===== src/rtl/fp_mult_pkg.sv =====
// fp_mult_pkg: FP32 field layout and the requester tag carried alongside in-flight products.
package fp_mult_pkg;
    localparam int SIGN_BIT = 31;
    localparam int EXP_MSB  = 30;
    localparam int EXP_LSB  = 23;
    localparam int MAN_W    = 23;
    localparam int BIAS     = 127;
    localparam int MAX_ID_W = 4;

    typedef logic [31:0] fp32_t;

    typedef struct packed {
        logic                valid;
        logic [MAX_ID_W-1:0] id;
    } tag_t;
endpackage


===== src/rtl/rr_arbiter.sv =====
// rr_arbiter: N-way round-robin grant; the search starts at ptr, which moves past the winner on advance.
module rr_arbiter #(
    parameter int N = 4,
    localparam int ID_W = $clog2(N)
) (
    input  logic            clk,
    input  logic            rst_n,
    input  logic [N-1:0]    req,
    input  logic            advance,
    output logic [N-1:0]    grant,
    output logic [ID_W-1:0] grantIdx
);
    logic [ID_W-1:0] ptr;
    logic [ID_W-1:0] idx;
    logic            found;

    always_comb begin
        grant    = '0;
        grantIdx = '0;
        found    = 1'b0;
        idx      = '0;
        for (int i = 0; i < N; i++) begin
            idx = (int'(ptr) + i >= N) ? ID_W'(int'(ptr) + i - N) : ID_W'(int'(ptr) + i);
            if (!found && req[idx]) begin
                found      = 1'b1;
                grant[idx] = 1'b1;
                grantIdx   = idx;
            end
        end
    end

    always_ff @(posedge clk or negedge rst_n) begin
        if (!rst_n)
            ptr <= '0;
        else if (advance)
            ptr <= (int'(grantIdx) == N - 1) ? '0 : grantIdx + 1'b1;
    end
endmodule


===== src/rtl/fp_mult_arbiter.sv =====
// fp_mult_arbiter: round-robin front end for one shared FP32 multiplier; tags each launch with its
// requester ID and returns the product to that requester EXT_LAT+2 cycles after acceptance.
module fp_mult_arbiter
    import fp_mult_pkg::*;
#(
    parameter int NUM_REQ = 4,
    parameter int EXT_LAT = 0,
    localparam int ID_W = $clog2(NUM_REQ)
) (
    input  logic                  clk,
    input  logic                  rst_n,
    input  logic [NUM_REQ-1:0]    req_valid,
    input  logic [NUM_REQ*32-1:0] req_a,
    input  logic [NUM_REQ*32-1:0] req_b,
    output logic [NUM_REQ-1:0]    req_ready,
    output fp32_t                 mul_a,
    output fp32_t                 mul_b,
    input  fp32_t                 mul_result,
    output logic [NUM_REQ-1:0]    rsp_valid,
    output logic [ID_W-1:0]       rsp_id,
    output fp32_t                 rsp_result,
    output logic                  busy
);
    logic [NUM_REQ-1:0] grant;
    logic [ID_W-1:0]    grantIdx;
    logic               accept;
    tag_t               tagPipe [EXT_LAT+1];
    logic [ID_W+2:0]    count;

    assign accept    = |grant;
    assign req_ready = grant;
    assign busy      = (count != '0);

    rr_arbiter #(.N(NUM_REQ)) uArb (
        .clk     (clk),
        .rst_n   (rst_n),
        .req     (req_valid),
        .advance (accept),
        .grant   (grant),
        .grantIdx(grantIdx)
    );

    // Operands are registered only on a grant so the multiplier inputs stay quiet while idle.
    always_ff @(posedge clk or negedge rst_n) begin
        if (!rst_n) begin
            mul_a <= '0;
            mul_b <= '0;
            for (int i = 0; i <= EXT_LAT; i++)
                tagPipe[i] <= '0;
        end else begin
            if (accept) begin
                mul_a <= req_a[32*grantIdx +: 32];
                mul_b <= req_b[32*grantIdx +: 32];
            end
            tagPipe[0] <= tag_t'{valid: accept, id: MAX_ID_W'(grantIdx)};
            for (int i = 1; i <= EXT_LAT; i++)
                tagPipe[i] <= tagPipe[i-1];
        end
    end

    always_ff @(posedge clk or negedge rst_n) begin
        if (!rst_n) begin
            rsp_valid  <= '0;
            rsp_id     <= '0;
            rsp_result <= '0;
        end else begin
            rsp_valid <= tagPipe[EXT_LAT].valid ? NUM_REQ'(1) << tagPipe[EXT_LAT].id : '0;
            if (tagPipe[EXT_LAT].valid) begin
                rsp_id     <= tagPipe[EXT_LAT].id[ID_W-1:0];
                rsp_result <= mul_result;
            end
        end
    end

    always_ff @(posedge clk or negedge rst_n) begin
        if (!rst_n)
            count <= '0;
        else if (accept && !(|rsp_valid))
            count <= count + 1'b1;
        else if (!accept && |rsp_valid)
            count <= count - 1'b1;
    end

    assert property (@(posedge clk) disable iff (!rst_n) !(|rsp_valid && !accept && count == '0));
endmodule


===== config.mk =====
export PLATFORM = sky130hd
export DESIGN_NAME = fp_mult_arbiter
export DESIGN_NICKNAME = d
export VERILOG_FILES = /design/src/rtl/fp_mult_pkg.sv /design/src/rtl/rr_arbiter.sv /design/src/rtl/fp_mult_arbiter.sv
export SDC_FILE = /design/constraint.sdc
export NUM_CORES = 1
export LEC_CHECK = 0
export ABC_AREA = 1
export CAP_MARGIN = 20
export CORE_AREA = 2 2 155 157
export CTS_CLUSTER_DIAMETER = 150
export DETAILED_ROUTE_END_ITERATION = 16
export DIE_AREA = 0 0 157 159
export DONT_BUFFER_PORTS = 1
export PLACE_DENSITY = 0.56
export SLEW_MARGIN = 25
export SYNTH_ARGS = -nofsm -noshare
export SYNTH_HDL_FRONTEND = slang
export SYNTH_SLANG_ARGS = --single-unit

===== constraint.sdc =====
create_clock -name clk -period 5.26 [get_ports clk]
set_input_delay 1.578 -clock clk [delete_from_list [all_inputs] [get_ports clk]]
set_output_delay 1.578 -clock clk [all_outputs]
set_load 0.005 [all_outputs]

## Yosys cells after proc, flatten, opt, wreduce, memory -nomap -nowiden

Index checks and enable logic that the tools add are counted.

- Output and inout port bits: 107
- Register bits: 112
- Logic and storage cells: 91
- Input port bits: 294

- Add/subtract/negate cells: 10
- Bitwise gates (word level): 3
- Shift operators: 3
- Mux-type cells: 35
- Equality and inequality tests: 1
- Reductions and logical operators: 18
- Order comparisons: 12

Operators with widths:

| kind | number |
|---|---|
| $shiftx A128 B8 Y32 | 2 |
| $mux W4 | 5 |
| $mux W2 | 9 |
| $lt A2 B3 Y1 const B | 4 |
| $or A4 B4 Y4 | 3 |
| $mux W1 | 11 |
| $mux W5 | 2 |
| $ge A3 B3 Y1 const B | 3 |
| $logic_and A1 B1 Y1 | 9 |
| $bmux W1 S2 | 4 |
| $demux W1 S2 | 4 |
| $ge A2 B1 Y1 const B | 4 |
| $reduce_or A4 Y1 | 2 |
| $sub A2 B1 Y2 const B | 4 |
| $add A2 B2 Y3 const B | 2 |
| $add A5 B1 Y5 const B | 1 |
| $logic_not A1 Y1 | 5 |
| $reduce_bool A5 Y1 | 1 |
| $sub A5 B1 Y5 const B | 1 |
| $shl A1 B2 Y4 const A | 1 |
| $add A2 B1 Y3 const B | 1 |
| $ge A2 B3 Y1 const B | 1 |
| $add A2 B1 Y2 const B | 1 |
| $eq A2 B1 Y1 const B | 1 |
| $reduce_bool A2 Y1 | 1 |

## Logic depth before layout (Yosys ltp)

- Depth in word-level cells: 19
- Gate-level depth with buffers: 23
- Gate-level depth less buffers: 20

## Modules after synthesis

Synthesis repeated with hierarchy kept, for this count alone.

- Cells, all modules: 1253
- Area total of the unflattened synthesis: 7776.2 µm²

By module, submodules not included:

| module | sequential area each (µm²) | area each (µm²) | times used | cells each |
|---|---|---|---|---|
| fp_mult_arbiter | 2752.6 | 7180.6 | 1 | 1162 |
| rr_arbiter | 50.0 | 595.6 | 1 | 91 |

## Worst setup path before layout

OpenSTA, ideal clock, no wires.

- Path kind: in2reg
- From: input req_valid[3]
- To: register count[4]
- Data required time: 5.135 ns
- Slack: 1.184 ns
- Data arrival time: 3.950 ns
- Setup time: 0.125 ns
- Cell stages on the path: 19
- Cells stage by stage: inv_1 -> nand2_1 -> nand3_2 -> nand2_8 -> nor2_8 -> nand3_1 -> nand3_1 -> nor2_1 -> nand2_2 -> buf_2 -> ha_1 -> inv_1 -> fa_1 -> a21o_1 -> a21oi_1 -> nand2_1 -> nand2_1 -> nor2_1 -> xor2_1

- Longest elaborated chain between the ends: 16
- Elaborated cells between the ends (all ways): 30

RTL lines:

| element | RTL line | source |
|---|---|---|
| from (decl) | fp_mult_arbiter.sv:12 | `input logic [NUM_REQ-1:0] req_valid,` |
| $bmux W1 S2 | rr_arbiter.sv:24 | `if (!found && req[idx]) begin` |
| $mux W1 (implied by the code) | rr_arbiter.sv:24 |  |
| $mux W1 | rr_arbiter.sv:24 |  |
| $logic_not A1 Y1 | rr_arbiter.sv:24 |  |
| $logic_and A1 B1 Y1 | rr_arbiter.sv:24 |  |
| $mux W1 | rr_arbiter.sv:24 |  |
| $logic_not A1 Y1 | rr_arbiter.sv:24 |  |
| $logic_and A1 B1 Y1 | rr_arbiter.sv:24 |  |
| [2 not listed] | - |  |
| $logic_and A1 B1 Y1 | rr_arbiter.sv:24 |  |
| $mux W4 * | rr_arbiter.sv:24 |  |
| named net req_ready[2] | fp_mult_arbiter.sv:15 | `output logic [NUM_REQ-1:0] req_ready,` |
| $reduce_or A4 Y1 * | fp_mult_arbiter.sv:30 | `assign accept = \|grant;` |
| named net accept | fp_mult_arbiter.sv:26 | `logic accept;` |
| $logic_not A1 Y1 | fp_mult_arbiter.sv:80 | `else if (!accept && \|rsp_valid)` |
| $logic_and A1 B1 Y1 | fp_mult_arbiter.sv:80 |  |
| $reduce_bool A2 Y1 (no line) | - |  |
| to (signal assigned) | fp_mult_arbiter.sv:79 | `count <= count + 1'b1;` |
| to (signal assigned) | fp_mult_arbiter.sv:81 | `count <= count - 1'b1;` |
| to (decl) | fp_mult_arbiter.sv:28 | `logic [ID_W+2:0] count;` |

Mark *: on every way through the listed nets, which the timed path passes. The rest lies on a longest branch. The select of a mux whose other input is x is not followed.
A chain may end at the register's enable or synchronous reset.

## Worst setup path in the final report

- From: input req_valid[3]
- To: output req_ready[0]

- Longest elaborated chain between the ends: 12
- Elaborated cells between the ends (all ways): 24

RTL lines:

| element | RTL line |
|---|---|
| $bmux W1 S2 | rr_arbiter.sv:24 |
| $mux W1 (implied by the code) | rr_arbiter.sv:24 |
| $mux W1 | rr_arbiter.sv:24 |
| $logic_not A1 Y1 | rr_arbiter.sv:24 |
| $logic_and A1 B1 Y1 | rr_arbiter.sv:24 |
| $mux W1 | rr_arbiter.sv:24 |
| $logic_not A1 Y1 | rr_arbiter.sv:24 |
| $logic_and A1 B1 Y1 | rr_arbiter.sv:24 |
| $mux W1 | rr_arbiter.sv:24 |
| $logic_not A1 Y1 | rr_arbiter.sv:24 |
| $logic_and A1 B1 Y1 | rr_arbiter.sv:24 |
| $mux W4 * | rr_arbiter.sv:24 |
| to (decl) | fp_mult_arbiter.sv:15 |

Every way passes the cells marked *; elsewhere a longest branch is shown, timed or not. The select of a mux whose other input is x is not followed.

==> summary.md <==
| Metric | Value |
|---|---|
| CTS buffer count | 9 |
| Post-synth cell types | 35 |
| Number of synthesized flops with an enable pin | 0 |
| Largest net degree at the start of global routing | 113 |
| Sequential-to-total area share from yosys stat | approximately a third |
| CP Capture Type | output pin |
| Final core utilization | 36.68% |
| Share of layout cells above drive strength 1 | 6.348% |
| GPL Wtd Cong | 0.8903 |
| Core footprint | ~0.023 mm2 |
| Critical path depth in cells | 7 |
| Mean post-synth cell area | 6.432 um2 |
| WP buf/inv | 1 |
| Vias/cell | between 4 and 5 |
| Synth Flop Type | dfrtp_1 |
| Dominant cell type by area after synthesis | dfrtp_1 |
| Cell breakdown of the critical path | inv_1, nand2_1, nand3_2, nand2_8, nor2_8, nand3_1, nand3_1 |
| Clock skew | 0.01390 ns |
| Min-Delay Path Class | reg -> reg |
| Crit-path max cell delay | 0.18 ns |
| Fmax | around 250 MHz |
| Reg area | 0.002803 mm2 |
| Crit path to | req_ready[0] |
| CP max-delay cell | nand3_2 |
| Grt ovf | 0 |
| Ys Warns | 0 |
| Clk sinks | 112 |
| First-pass GRT wire length | 39,230 um |
| Status | finished clean |
| Synth Register Bits | about 110 |
| CTS root buf | clkbuf_16 |
| IO buf count | 0 |
| Worst setup SP type | input pin |
| Initial antenna violation count | 0 |
| Iteration-0 DRC Markers | between 400 and 500 |
| Crit Reg-Reg Endpoint | mul_b[16]$_DFFE_PN0P_ |
| Std-Cell Rows | 56 |
| Setup TNS | 0 ns |
| Antenna-violating nets left | 0 |
| Die height | 159 um |
| CP Launch Point | req_valid[3] |
| Antenna cells | 0 |
| Via count | 7,512 |
| Clk Latency, worst-skew pair | 0.36 ns |
| Post-layout nets | 1,513 |
| Hold Buf Count CTS | 0 |
| Cells on worst reg2reg path | 15 |
| Top cells by count, synth | nand2_1 (430), nand3_1 (279), inv_1 (270), dfrtp_1 (112), buf_2 (52) |
| H-tree lvl count | 3 |
| Worst path required time | 3.68 ns |
| Most common cell in the netlist | nand2_1 |
| Crit path max fanout | 10 |
| Mapped Area | around 0.008 mm2 |
| TritonCTS clock tree | yes |
| Post-synth net total | 1,570 |
| Die W | 157 um |
| DIE AREA | about 0.025 mm2 |
| Synth top area share | 34.45% |
| GRT Total Usage | 19.95% |
| CP top delay family | simple AND/OR/NAND/NOR gates |
| Clock slew at reported path FFs | around 0.080 ns |
| Post-DP HPWL | 18,120 um |
| Final hold vios | 0 |
| Slew headroom | 37.70% |
| Actual slew at the worst max-slew pin | between 0.9 and 1 ns |
| Routed wire per std cell | approximately 17 um |
| Drt pass-1 iters | 6 |
| Area growth from synthesis to layout | 4.552% |
| Finish-stage setup viols | 0 |
| Ys async rst share | 100.0% |
| MaxCap Viol Count | 0 |
| Number of setup buffers added after CTS | 0 |
| Clk buf depth | 2 |
| Starting Density | 35.08% |
| Unrepaired setup endpoints after global routing | no |
| Routed Wire Length | 25,590 um |
| Setup CP Type | in -> out |
| IO Pins | 401 |
| Most used cell, CP | nand3_1 |
| Fill count | 2,562 |
| Gate Count Post-Synth | between 1,000 and 1,500 |
| Area of the multi-input gates | between 0.003 and 0.004 mm2 |
| Resized cells post-CTS | 0 |
| Crit path time final | 3.996 ns |
| Worst Path Arrival | 2.42 ns |
| Number of global-route vias before repair | 7,078 |
| Top cells by area, synth | dfrtp_1 (34%), nand2_1 (20%), nand3_1 (17%) |
| Pins Over Slew Limit | 0 |
| Fin crit share | 75.98% |
| R2r setup slk | between 1 and 1.5 ns |
| Drt drc | 0 |
## sequential cells by signal (all words and copies together), names as in the netlist, named ones only
register and flops:
count 5, mul_a 32, mul_b 32, rsp_id 2
rsp_result 32, rsp_valid 4, tagPipe 3, uArb.ptr 1
## metrics by stage
stage	cell area (um2)	instances	hold WS (ns)	setup slack, ns
floorplan	8137	1265	0.4217	1.184
global placement	8215	1516	0.4368	1.029
detailed placement	8215	1516	0.4375	1.011
CTS	8507	1532	0.4483	1.264
global route	8507	1532	0.4563	1.077
finish	8507	1532	0.4453	1.264
## cell usage in the layout, fill, tap and decap left out, types with 3 or more instances in the layout
cell type and instances:
nand2_4 4, nand3_1 279, o21ai_0 3, mux2_2 32, ha_1 10, a21oi_1 5
buf_12 3, inv_1 270, nor2_1 12, nand2_2 5, dfrtp_1 112, a21boi_1 3
nand2_1 430, clkbuf_16 9, buf_4 4, inv_2 4
## worst min path at each step
stage / from / endpoint / slack (ns) / cells past startpoint
after global routing: tagPipe[1]$_DFF_PN0_ / rsp_valid[1]$_DFF_PN0_ / 0.46 / 1
final: tagPipe[0]$_DFF_PN0_ / rsp_valid[2]$_DFF_PN0_ / 0.45 / 1
after global placement: tagPipe[1]$_DFF_PN0_ / rsp_valid[1]$_DFF_PN0_ / 0.44 / 1
after CTS: tagPipe[0]$_DFF_PN0_ / rsp_valid[2]$_DFF_PN0_ / 0.45 / 1
after floorplan: tagPipe[1]$_DFF_PN0_ / rsp_valid[1]$_DFF_PN0_ / 0.42 / 1
after detailed placement: tagPipe[1]$_DFF_PN0_ / rsp_valid[1]$_DFF_PN0_ / 0.44 / 1
## worst register-to-register path, cell delays in order, from the launching register on
cell     delay (ns)
dfrtp_1        0.61
inv_2          0.23
ha_1           0.44
inv_1          0.13
nand3_1        0.08
nand2_1        0.07
nand2_1        0.11
nor2_4         0.22
nand2_4        0.31
nand2_4        0.67
buf_12         0.40
nand2_1        0.13
nand3_1        0.13
nand2_1        0.07
nand2_1        0.06
nand2_1        0.06
## routing by layer
metal	up-vias	share of wire [%]	global-route usage [%]
met2	332	49	35.41
met4	0	1.9	5.088
met3	25	8.2	5.389
met5	-	0	0
met1	3456	41	23.66
li1	3699	-	-
## layout make-up
type                    instances  share of cell area (%)
clock buffers                  10                   2.692
well taps                     319                   4.692
repair buffers                  7                   1.059
multi-input cells             803                   45.71
clock inverters                 6                  0.7354
inverters                     275                   12.16
flip-flops and latches        112                   32.95
## cell families after synthesis
group | synth area share, %
buffers and inverters | 18.08
AO/OA/AOI/OAI | 1.338
flip-flops | 34.45
XOR/XNOR | 0.2153
multiplexers | 4.429
AND/OR/NAND/NOR | 39.70
adder cells (fa/ha/maj) | 1.784
Power is left out: the tool's default activity adds up to more than one toggle a clock period on the data nets, which glitch-free logic cannot reach.
